## config.mk

```make
export PLATFORM = sky130hd
export DESIGN_NAME = dbg_trace_drain_ctrl
export DESIGN_NICKNAME = d
export VERILOG_FILES = /design/src/rtl/dbg_trace_pkg.sv /design/src/rtl/dbg_apb_master_if.sv /design/src/rtl/dbg_trace_drain_ctrl.sv
export SDC_FILE = /design/constraint.sdc
export NUM_CORES = 1
export LEC_CHECK = 0
export CORE_AREA = 2 2 167 169
export DETAILED_ROUTE_END_ITERATION = 6
export DIE_AREA = 0 0 169 171
export HOLD_SLACK_MARGIN = 0.06
export PLACE_DENSITY = 0.65
export SLEW_MARGIN = 10
export SYNTH_ARGS = -nofsm -noshare
export SYNTH_HDL_FRONTEND = slang
export SYNTH_SLANG_ARGS = --single-unit
```

## constraint.sdc

```tcl
create_clock -name clk_i -period 4.5 [get_ports clk_i]
set_clock_uncertainty 0.05 [all_clocks]
set_input_delay 0.45 -clock clk_i [delete_from_list [all_inputs] [get_ports clk_i]]
set_output_delay 0.45 -clock clk_i [all_outputs]
set_load 0.01 [all_outputs]
```

## src/rtl/dbg_trace_pkg.sv

```systemverilog
// Shared definitions for the branch-trace drain controller: register map,
// trace status encodings, ctrl bit layout and FSM state types.
package dbg_trace_pkg;

    localparam logic [31:0] REG_REGION = 32'h0001_0000;
    localparam logic [31:0] OFS_CTRL   = 32'h0000_0000;
    localparam logic [31:0] OFS_START  = 32'h0000_0004;
    localparam logic [31:0] OFS_END    = 32'h0000_0008;
    localparam logic [31:0] OFS_STATUS = 32'h0000_000C;
    localparam logic [31:0] OFS_WPTR   = 32'h0000_0010;

    typedef enum logic [2:0] {
        TS_IDLE = 3'd0,
        TS_WAIT = 3'd1,
        TS_RUN  = 3'd2,
        TS_DONE = 3'd3,
        TS_EOB  = 3'd4
    } trace_status_e;

    localparam int unsigned CTRL_EN_BIT   = 31;
    localparam int unsigned CTRL_WRAP_BIT = 16;
    localparam int unsigned CTRL_MODE_MSB = 2;

    typedef enum logic [3:0] {
        S_IDLE,
        S_CFG_START,
        S_CFG_END,
        S_CFG_CTRL,
        S_POLL_WAIT,
        S_POLL_RD,
        S_RD_PTR,
        S_RD_LO,
        S_RD_HI,
        S_PUSH,
        S_DISABLE
    } drain_state_e;

    typedef enum logic [1:0] {
        AM_IDLE,
        AM_SETUP,
        AM_ACCESS,
        AM_DROP
    } apb_state_e;

    function automatic logic [31:0] ctrl_word(input logic [2:0] mode, input logic wrap);
        logic [31:0] w;
        w = '0;
        w[CTRL_EN_BIT]       = 1'b1;
        w[CTRL_WRAP_BIT]     = wrap;
        w[CTRL_MODE_MSB:0]   = mode;
        return w;
    endfunction

endpackage

```

## src/rtl/dbg_apb_master_if.sv

```systemverilog
// Single-transfer APB master: one request in, one completion pulse out.
// DBG_TRACE_DRAIN_TIMEOUT_EN enables the ACCESS-phase timeout.
module dbg_apb_master_if
    import dbg_trace_pkg::*;
#(
    parameter int unsigned APB_TIMEOUT = 255
) (
    input  logic        clk_i,
    input  logic        rstn_i,
    input  logic        req,
    input  logic        wr,
    input  logic [31:0] addr,
    input  logic [47:0] wdata,
    output logic        ack,
    output logic        slverr,
    output logic        tmo,
    output logic [47:0] rdata,
    output logic        psel,
    output logic        penable,
    output logic        pwrite,
    output logic [31:0] paddr,
    output logic [47:0] pwdata,
    input  logic [47:0] prdata,
    input  logic        pready,
    input  logic        pslverr
);

`ifdef DBG_TRACE_DRAIN_TIMEOUT_EN
    localparam bit TMO_EN = 1'b1;
`else
    localparam bit TMO_EN = 1'b0;
`endif
    localparam int unsigned CW = ($clog2(APB_TIMEOUT + 1) > 8) ? $clog2(APB_TIMEOUT + 1) : 8;

    apb_state_e  state_q, state_d;
    logic [CW-1:0] tmo_cnt_q;

    always_ff @(posedge clk_i or negedge rstn_i) begin
        if (!rstn_i) state_q <= AM_IDLE;
        else         state_q <= state_d;
    end

    always_comb begin
        state_d = state_q;
        case (state_q)
            AM_IDLE:   if (req) state_d = AM_SETUP;
            AM_SETUP:  state_d = AM_ACCESS;
            AM_ACCESS: begin
                if (pready)   state_d = AM_IDLE;
                else if (tmo) state_d = AM_DROP;
            end
            AM_DROP:   state_d = AM_IDLE;
            default:   state_d = AM_IDLE;
        endcase
    end

    always_comb begin
        psel    = (state_q == AM_SETUP) || (state_q == AM_ACCESS);
        penable = (state_q == AM_ACCESS);
        ack     = (state_q == AM_ACCESS) && pready;
        slverr  = ack && pslverr;
        rdata   = prdata;
        tmo     = TMO_EN && (state_q == AM_ACCESS) && !pready
                  && (tmo_cnt_q == CW'(APB_TIMEOUT - 1));
    end

    // Address/data are latched when the request is taken so they stay stable
    // through completion regardless of what the requester does afterwards.
    always_ff @(posedge clk_i or negedge rstn_i) begin
        if (!rstn_i) begin
            pwrite    <= 1'b0;
            paddr     <= '0;
            pwdata    <= '0;
            tmo_cnt_q <= '0;
        end else begin
            if (state_q == AM_IDLE && req) begin
                pwrite <= wr;
                paddr  <= addr;
                pwdata <= wdata;
            end
            if (TMO_EN && state_q == AM_ACCESS && !pready) tmo_cnt_q <= tmo_cnt_q + 1'b1;
            else                                          tmo_cnt_q <= '0;
        end
    end

endmodule

```

## src/rtl/dbg_trace_drain_ctrl.sv

```systemverilog
// APB sequencer that configures the branch-trace unit, waits for capture end
// and drains its RAM as 80-bit beats. Optional macro: DBG_TRACE_DRAIN_TIMEOUT_EN.
module dbg_trace_drain_ctrl
    import dbg_trace_pkg::*;
#(
    parameter logic [31:0] BASE_ADDR     = 32'h0000_0000,
    parameter int unsigned TRACE_WORDS   = 1024,
    parameter int unsigned POLL_INTERVAL = 16,
    parameter int unsigned APB_TIMEOUT   = 255
) (
    input  logic        clk_i,
    input  logic        rstn_i,
    input  logic        start_i,
    input  logic        stop_i,
    input  logic [2:0]  mode_i,
    input  logic        wrap_en_i,
    input  logic [31:0] addr_start_i,
    input  logic [31:0] addr_end_i,
    output logic        psel_o,
    output logic        penable_o,
    output logic        pwrite_o,
    output logic [31:0] paddr_o,
    output logic [47:0] pwdata_o,
    input  logic [47:0] prdata_i,
    input  logic        pready_i,
    input  logic        pslverr_i,
    output logic        out_valid_o,
    output logic [79:0] out_data_o,
    input  logic        out_ready_i,
    output logic        busy_o,
    output logic        done_o,
    output logic        err_o,
    output logic        wrapped_o
);

    localparam int unsigned TRACE_WIDTH = $clog2(TRACE_WORDS);
    localparam int unsigned PW          = $clog2(POLL_INTERVAL + 1);
    localparam logic [31:0] REG_BASE    = BASE_ADDR + REG_REGION;

    drain_state_e         state_q, state_d;
    logic [2:0]           mode_q;
    logic                 wrap_en_q, stop_pend_q, wrap_flag_q;
    logic [31:0]          addr_start_q, addr_end_q;
    logic [PW-1:0]        poll_cnt_q;
    logic [TRACE_WIDTH-1:0] idx_q;
    logic [TRACE_WIDTH:0] rem_q, n_entries;
    logic [47:0]          lo_q;
    logic [31:0]          hi_q, ram_ofs;

    logic        req, wr, ack, slverr, tmo;
    logic [31:0] addr;
    logic [47:0] wdata, rdata;

    dbg_apb_master_if #(
        .APB_TIMEOUT (APB_TIMEOUT)
    ) u_apb (
        .clk_i   (clk_i),
        .rstn_i  (rstn_i),
        .req     (req),
        .wr      (wr),
        .addr    (addr),
        .wdata   (wdata),
        .ack     (ack),
        .slverr  (slverr),
        .tmo     (tmo),
        .rdata   (rdata),
        .psel    (psel_o),
        .penable (penable_o),
        .pwrite  (pwrite_o),
        .paddr   (paddr_o),
        .pwdata  (pwdata_o),
        .prdata  (prdata_i),
        .pready  (pready_i),
        .pslverr (pslverr_i)
    );

    assign n_entries = wrap_flag_q ? (TRACE_WIDTH + 1)'(TRACE_WORDS)
                                   : {1'b0, rdata[TRACE_WIDTH-1:0]};
    assign ram_ofs   = 32'(idx_q) << 3;

    always_ff @(posedge clk_i or negedge rstn_i) begin
        if (!rstn_i) state_q <= S_IDLE;
        else         state_q <= state_d;
    end

    always_comb begin
        state_d = state_q;
        case (state_q)
            S_IDLE:      if (start_i) state_d = S_CFG_START;
            S_CFG_START: if (ack) state_d = S_CFG_END;
            S_CFG_END:   if (ack) state_d = S_CFG_CTRL;
            S_CFG_CTRL:  if (ack) state_d = S_POLL_WAIT;
            S_POLL_WAIT: begin
                if (stop_i)                                     state_d = S_RD_PTR;
                else if (poll_cnt_q == PW'(POLL_INTERVAL - 1)) state_d = S_POLL_RD;
            end
            S_POLL_RD: if (ack) begin
                if (stop_i || stop_pend_q || rdata[2:0] == TS_DONE || rdata[2:0] == TS_EOB)
                    state_d = S_RD_PTR;
                else
                    state_d = S_POLL_WAIT;
            end
            S_RD_PTR:  if (ack) state_d = (n_entries == '0) ? S_DISABLE : S_RD_LO;
            S_RD_LO:   if (ack) state_d = S_RD_HI;
            S_RD_HI:   if (ack) state_d = S_PUSH;
            S_PUSH:    if (out_ready_i)
                           state_d = (rem_q == (TRACE_WIDTH + 1)'(1)) ? S_DISABLE : S_RD_LO;
            S_DISABLE: if (ack) state_d = S_IDLE;
            default:   state_d = S_IDLE;
        endcase
        // Error/timeout override the per-state decision; DISABLE errors fall through to IDLE.
        if (slverr && state_q != S_DISABLE) state_d = S_DISABLE;
        if (tmo)                            state_d = S_IDLE;
    end

    always_comb begin
        req   = 1'b0;
        wr    = 1'b0;
        addr  = REG_BASE;
        wdata = '0;
        case (state_q)
            S_CFG_START: begin req = 1'b1; wr = 1'b1; addr = REG_BASE + OFS_START; wdata = {16'h0, addr_start_q}; end
            S_CFG_END:   begin req = 1'b1; wr = 1'b1; addr = REG_BASE + OFS_END;   wdata = {16'h0, addr_end_q}; end
            S_CFG_CTRL:  begin req = 1'b1; wr = 1'b1; addr = REG_BASE + OFS_CTRL;  wdata = {16'h0, ctrl_word(mode_q, wrap_en_q)}; end
            S_POLL_RD:   begin req = 1'b1; addr = REG_BASE + OFS_STATUS; end
            S_RD_PTR:    begin req = 1'b1; addr = REG_BASE + OFS_WPTR; end
            S_RD_LO:     begin req = 1'b1; addr = BASE_ADDR + ram_ofs; end
            S_RD_HI:     begin req = 1'b1; addr = BASE_ADDR + ram_ofs + 32'd4; end
            S_DISABLE:   begin req = 1'b1; wr = 1'b1; addr = REG_BASE + OFS_CTRL; end
            default: ;
        endcase
        out_valid_o = (state_q == S_PUSH);
        busy_o      = (state_q != S_IDLE);
        out_data_o  = {lo_q[47:32], hi_q, lo_q[31:0]};
    end

    always_ff @(posedge clk_i or negedge rstn_i) begin
        if (!rstn_i) begin
            mode_q       <= '0;
            wrap_en_q    <= 1'b0;
            addr_start_q <= '0;
            addr_end_q   <= '0;
            stop_pend_q  <= 1'b0;
            wrap_flag_q  <= 1'b0;
            poll_cnt_q   <= '0;
            idx_q        <= '0;
            rem_q        <= '0;
            lo_q         <= '0;
            hi_q         <= '0;
            done_o       <= 1'b0;
            err_o        <= 1'b0;
            wrapped_o    <= 1'b0;
        end else begin
            done_o     <= 1'b0;
            poll_cnt_q <= (state_q == S_POLL_WAIT) ? poll_cnt_q + 1'b1 : '0;
            if (state_q == S_IDLE && start_i) begin
                mode_q       <= mode_i;
                wrap_en_q    <= wrap_en_i;
                addr_start_q <= addr_start_i;
                addr_end_q   <= addr_end_i;
                stop_pend_q  <= 1'b0;
                wrap_flag_q  <= 1'b0;
                err_o        <= 1'b0;
            end
            if (state_q == S_POLL_RD) begin
                if (stop_i) stop_pend_q <= 1'b1;
                if (ack)    wrap_flag_q <= rdata[3];
            end
            if (state_q == S_RD_PTR && ack) begin
                idx_q <= wrap_flag_q ? rdata[TRACE_WIDTH-1:0] : '0;
                rem_q <= n_entries;
            end
            if (state_q == S_RD_LO && ack) lo_q <= rdata;
            if (state_q == S_RD_HI && ack) hi_q <= rdata[31:0];
            if (state_q == S_PUSH && out_ready_i) begin
                idx_q <= idx_q + 1'b1;
                rem_q <= rem_q - 1'b1;
            end
            if (slverr || tmo) err_o <= 1'b1;
            if (state_q == S_DISABLE && ack && !slverr && !err_o) begin
                done_o    <= 1'b1;
                wrapped_o <= wrap_flag_q;
            end
        end
    end

endmodule

```

==> metrics.yaml <==
outcome:
  status: "finished, final reports clean"
finish:
  layout-drive-gt1-share_pct: 20.85
  regArea_um2: 5756
  multi_input_area_um2: 4029
  num-fill-cells: 2474
  final_common_cell: "clkdlybuf4s50_1"
  nets: 1198
  fin_area_um2: 13730
  syn_to_final_growth_pct: 34.59
  layout_common_cells: "clkdlybuf4s50_1, dfrtp_1, mux2_2"
  diodes: 0
placement:
  post_dp_cell_area_um2: 12880
  portBuffers: 254
  gp_congestion: 0.8012
  dp_slack_ns: 1.590
  place_hpwl_um: 17510
grt:
  grtUsageTotal_pct: 17.60
  grt_max_degree: 119
  grt_pass1_wl_um: 40670
  overflow: 0
  antenna_found_initial: 1
  grt_pass1_vias: 7273
route:
  wl_per_cell_um: 17.95
  via_per_inst: 5.050
  drtAntennaViolNets: 0
  first_iter_violations: 439
  drc: 0
  vias: 7221
  drt-pass1-iter-count: 6
  routed_wl_um: 25660
logic_synthesis:
  synth_top_family_by_area: "multiplexers"
  synth-simple-area-share_pct: 8.608
  synthArstFlopShare_pct: 100.0
  synth_compound_area_share_pct: 10.28
  yosysTopAreaCellShare_pct: 56.41
  muxShareOfSynthArea_pct: 17.52
  avgSynthCellArea_um2: 12.37
  yosys.area_share.adder_pct: 1.104
  ys_types: 65
  synthTopCellsByArea: "dfrtp_1, mux2_2, buf_4, nand2_1, o21ai_0"
  synth_edf_count: 0
  synth_area_um2: 10200
  ys.flop_type: "dfrtp_1"
  yosys_warnings: 0
  synth-seq-cells: 230
  ys_seq_area_share_pct: 56.41
  synthXorXnorAreaFrac_pct: 0.4292
  synth_largest_area_cell: "dfrtp_1"
  syn-instance-count: 825
setup_path:
  required_ns: 4.00
  worstSetupPathType: "reg2out"
  end_kind: "output pin"
  arrival_ns: 2.38
  cp-startpoint: "state_q[0]$_DFFE_PN0P_"
  crit_fanout: 24
  reg2reg_from: "state_q[0]$_DFFE_PN0P_"
  reg2reg_slack_ns: 1.73
  reg2regPathDepth: 5
  cp-start-kind: "register"
cts:
  post_cts_buffers: 0
  cts-root-buf: "clkbuf_16"
  ctsHoldBuffers: 1
  insertion_delay_ns: 0.54
  cts_resized: 0
  clk_pin_slew_ns: 0.06
  cts_tree: "built"
  cts.htree.levels: 1
  cts_buffers: 26
  cts_buffer_depth: 3
  cts_sinks: 230
pwr:
  p_per_area_nw_per_um2: 652.0
  p_leak_nw: 5.966
  ir_worst_vdd_mv: 0.3725
  p_total_mw: 8.954
timing:
  finalSetupViolCount: 0
  finalCriticalPeriod_ns: 2.883
  hold_viol: 0
  setup_ws_ns: 1.617
  maxSlewHeadroom_pct: 31.52
  timing.fmax_ghz: 0.3468
  drv_slew: 0
  fin_setup_tns_ns: 0
  period_share_pct: 64.07
  rsz0062_at_grt: "false"
  worst_pin_slew_ns: 1.027
worst_hold_path:
  min_path_cells: 1
  hp-start: "poll_cnt_q[0]$_DFF_PN0_"
  hold_class: "reg2reg"
floorplanning:
  die_h_um: 171
  core_area_um2: 27320
  boundaryPins: 291
  rows: 61
  dieArea_um2: 28900
  die_w_um: 169
  start_util_pct: 37.34
flow_run:
  cap_violations: 0
metrics by stage:
step | std cells | util, % | hold WS (ns)
after detailed placement | 1383 | 47.14 | 0.4025
after CTS | 1430 | 50.26 | 0.4118
final | 1430 | 50.26 | 0.4134
after global placement | 1383 | 47.14 | 0.3967
after global routing | 1430 | 50.26 | 0.4290
after floorplan | 860 | - | 0.1044
critical path, cell delays in order (launching register included):
cell,delay [ns]
dfrtp_1,0.87
and4bb_4,0.42
clkdlybuf4s50_1,0.56
cells in the mapped netlist, types with 4 or more instances:
library cell and count:
dfrtp_1 230, mux2_2 155, nand2_1 78, o21ai_0 55
buf_4 42, a22oi_1 36, buf_2 29, a21oi_1 22
nor2_1 22, nand3_1 16, inv_1 12, clkbuf_1 9
ha_1 9, nand4_1 6, o31ai_1 6, and3_1 5
nand2b_1 5, nor3_1 5, a21o_1 4, a311oi_1 4
report_power, final:
group	internal, mW	leakage, nW	switching [mW]	total [mW]
Clock	1.21	0.413	0.846	2.05
Combinational	1.89	2.58	1.51	3.39
Sequential	2.94	2.97	0.566	3.51
path summary, 6_finish.rpt:
check,to
worst max-delay path,out_valid_o
worst min-delay path,poll_cnt_q[0]$_DFF_PN0_
worst max register to register,u_apb.pwdata[9]$_DFFE_PN0P_
max in group asynchronous,lo_q[0]$_DFFE_PN0P_
worst min register to register,poll_cnt_q[0]$_DFF_PN0_
min in group asynchronous,addr_start_q[20]$_DFFE_PN0P_
layer usage:
| layer | wire (µm) | vias up | global-route usage, % |
|---|---|---|---|
| li1 | - | 3356 | - |
| met1 | 10870 | 3564 | 23.03 |
| met2 | 12160 | 263 | 28.62 |
| met3 | 2088 | 38 | 5.598 |
| met4 | 541 | 0 | 4.199 |
| met5 | 0 | - | 0 |
registers in the layout (all words and copies together), names as in the netlist, 2 cells and up:
register / cells
rem_q: 11
lo_q: 48
poll_cnt_q: 5
addr_start_q: 32
u_apb.pwdata: 32
hi_q: 32
state_q: 4
addr_end_q: 32
mode_q: 3
u_apb.state_q: 2
u_apb.paddr: 12
idx_q: 10
final cells by class:
class	count	share of cell area [%]
multi-input combinational	535	29.34
timing repair buffer	261	19.13
clock inverter	9	0.7380
inverter	12	0.3280
clock buffer	37	5.403
sequential	230	41.91
tap	346	3.152
cells by family (layout without fill, tap and decap cells):
kind of cell,Yosys count,count (layout)
compound gates,158,158
xor+xnor,5,5
fa+ha+maj,9,9
buf+inv,95,319
flops,230,230
mux,159,159
other cells,1,36
simple gates,168,168
Power figures use the tool's default switching activity.
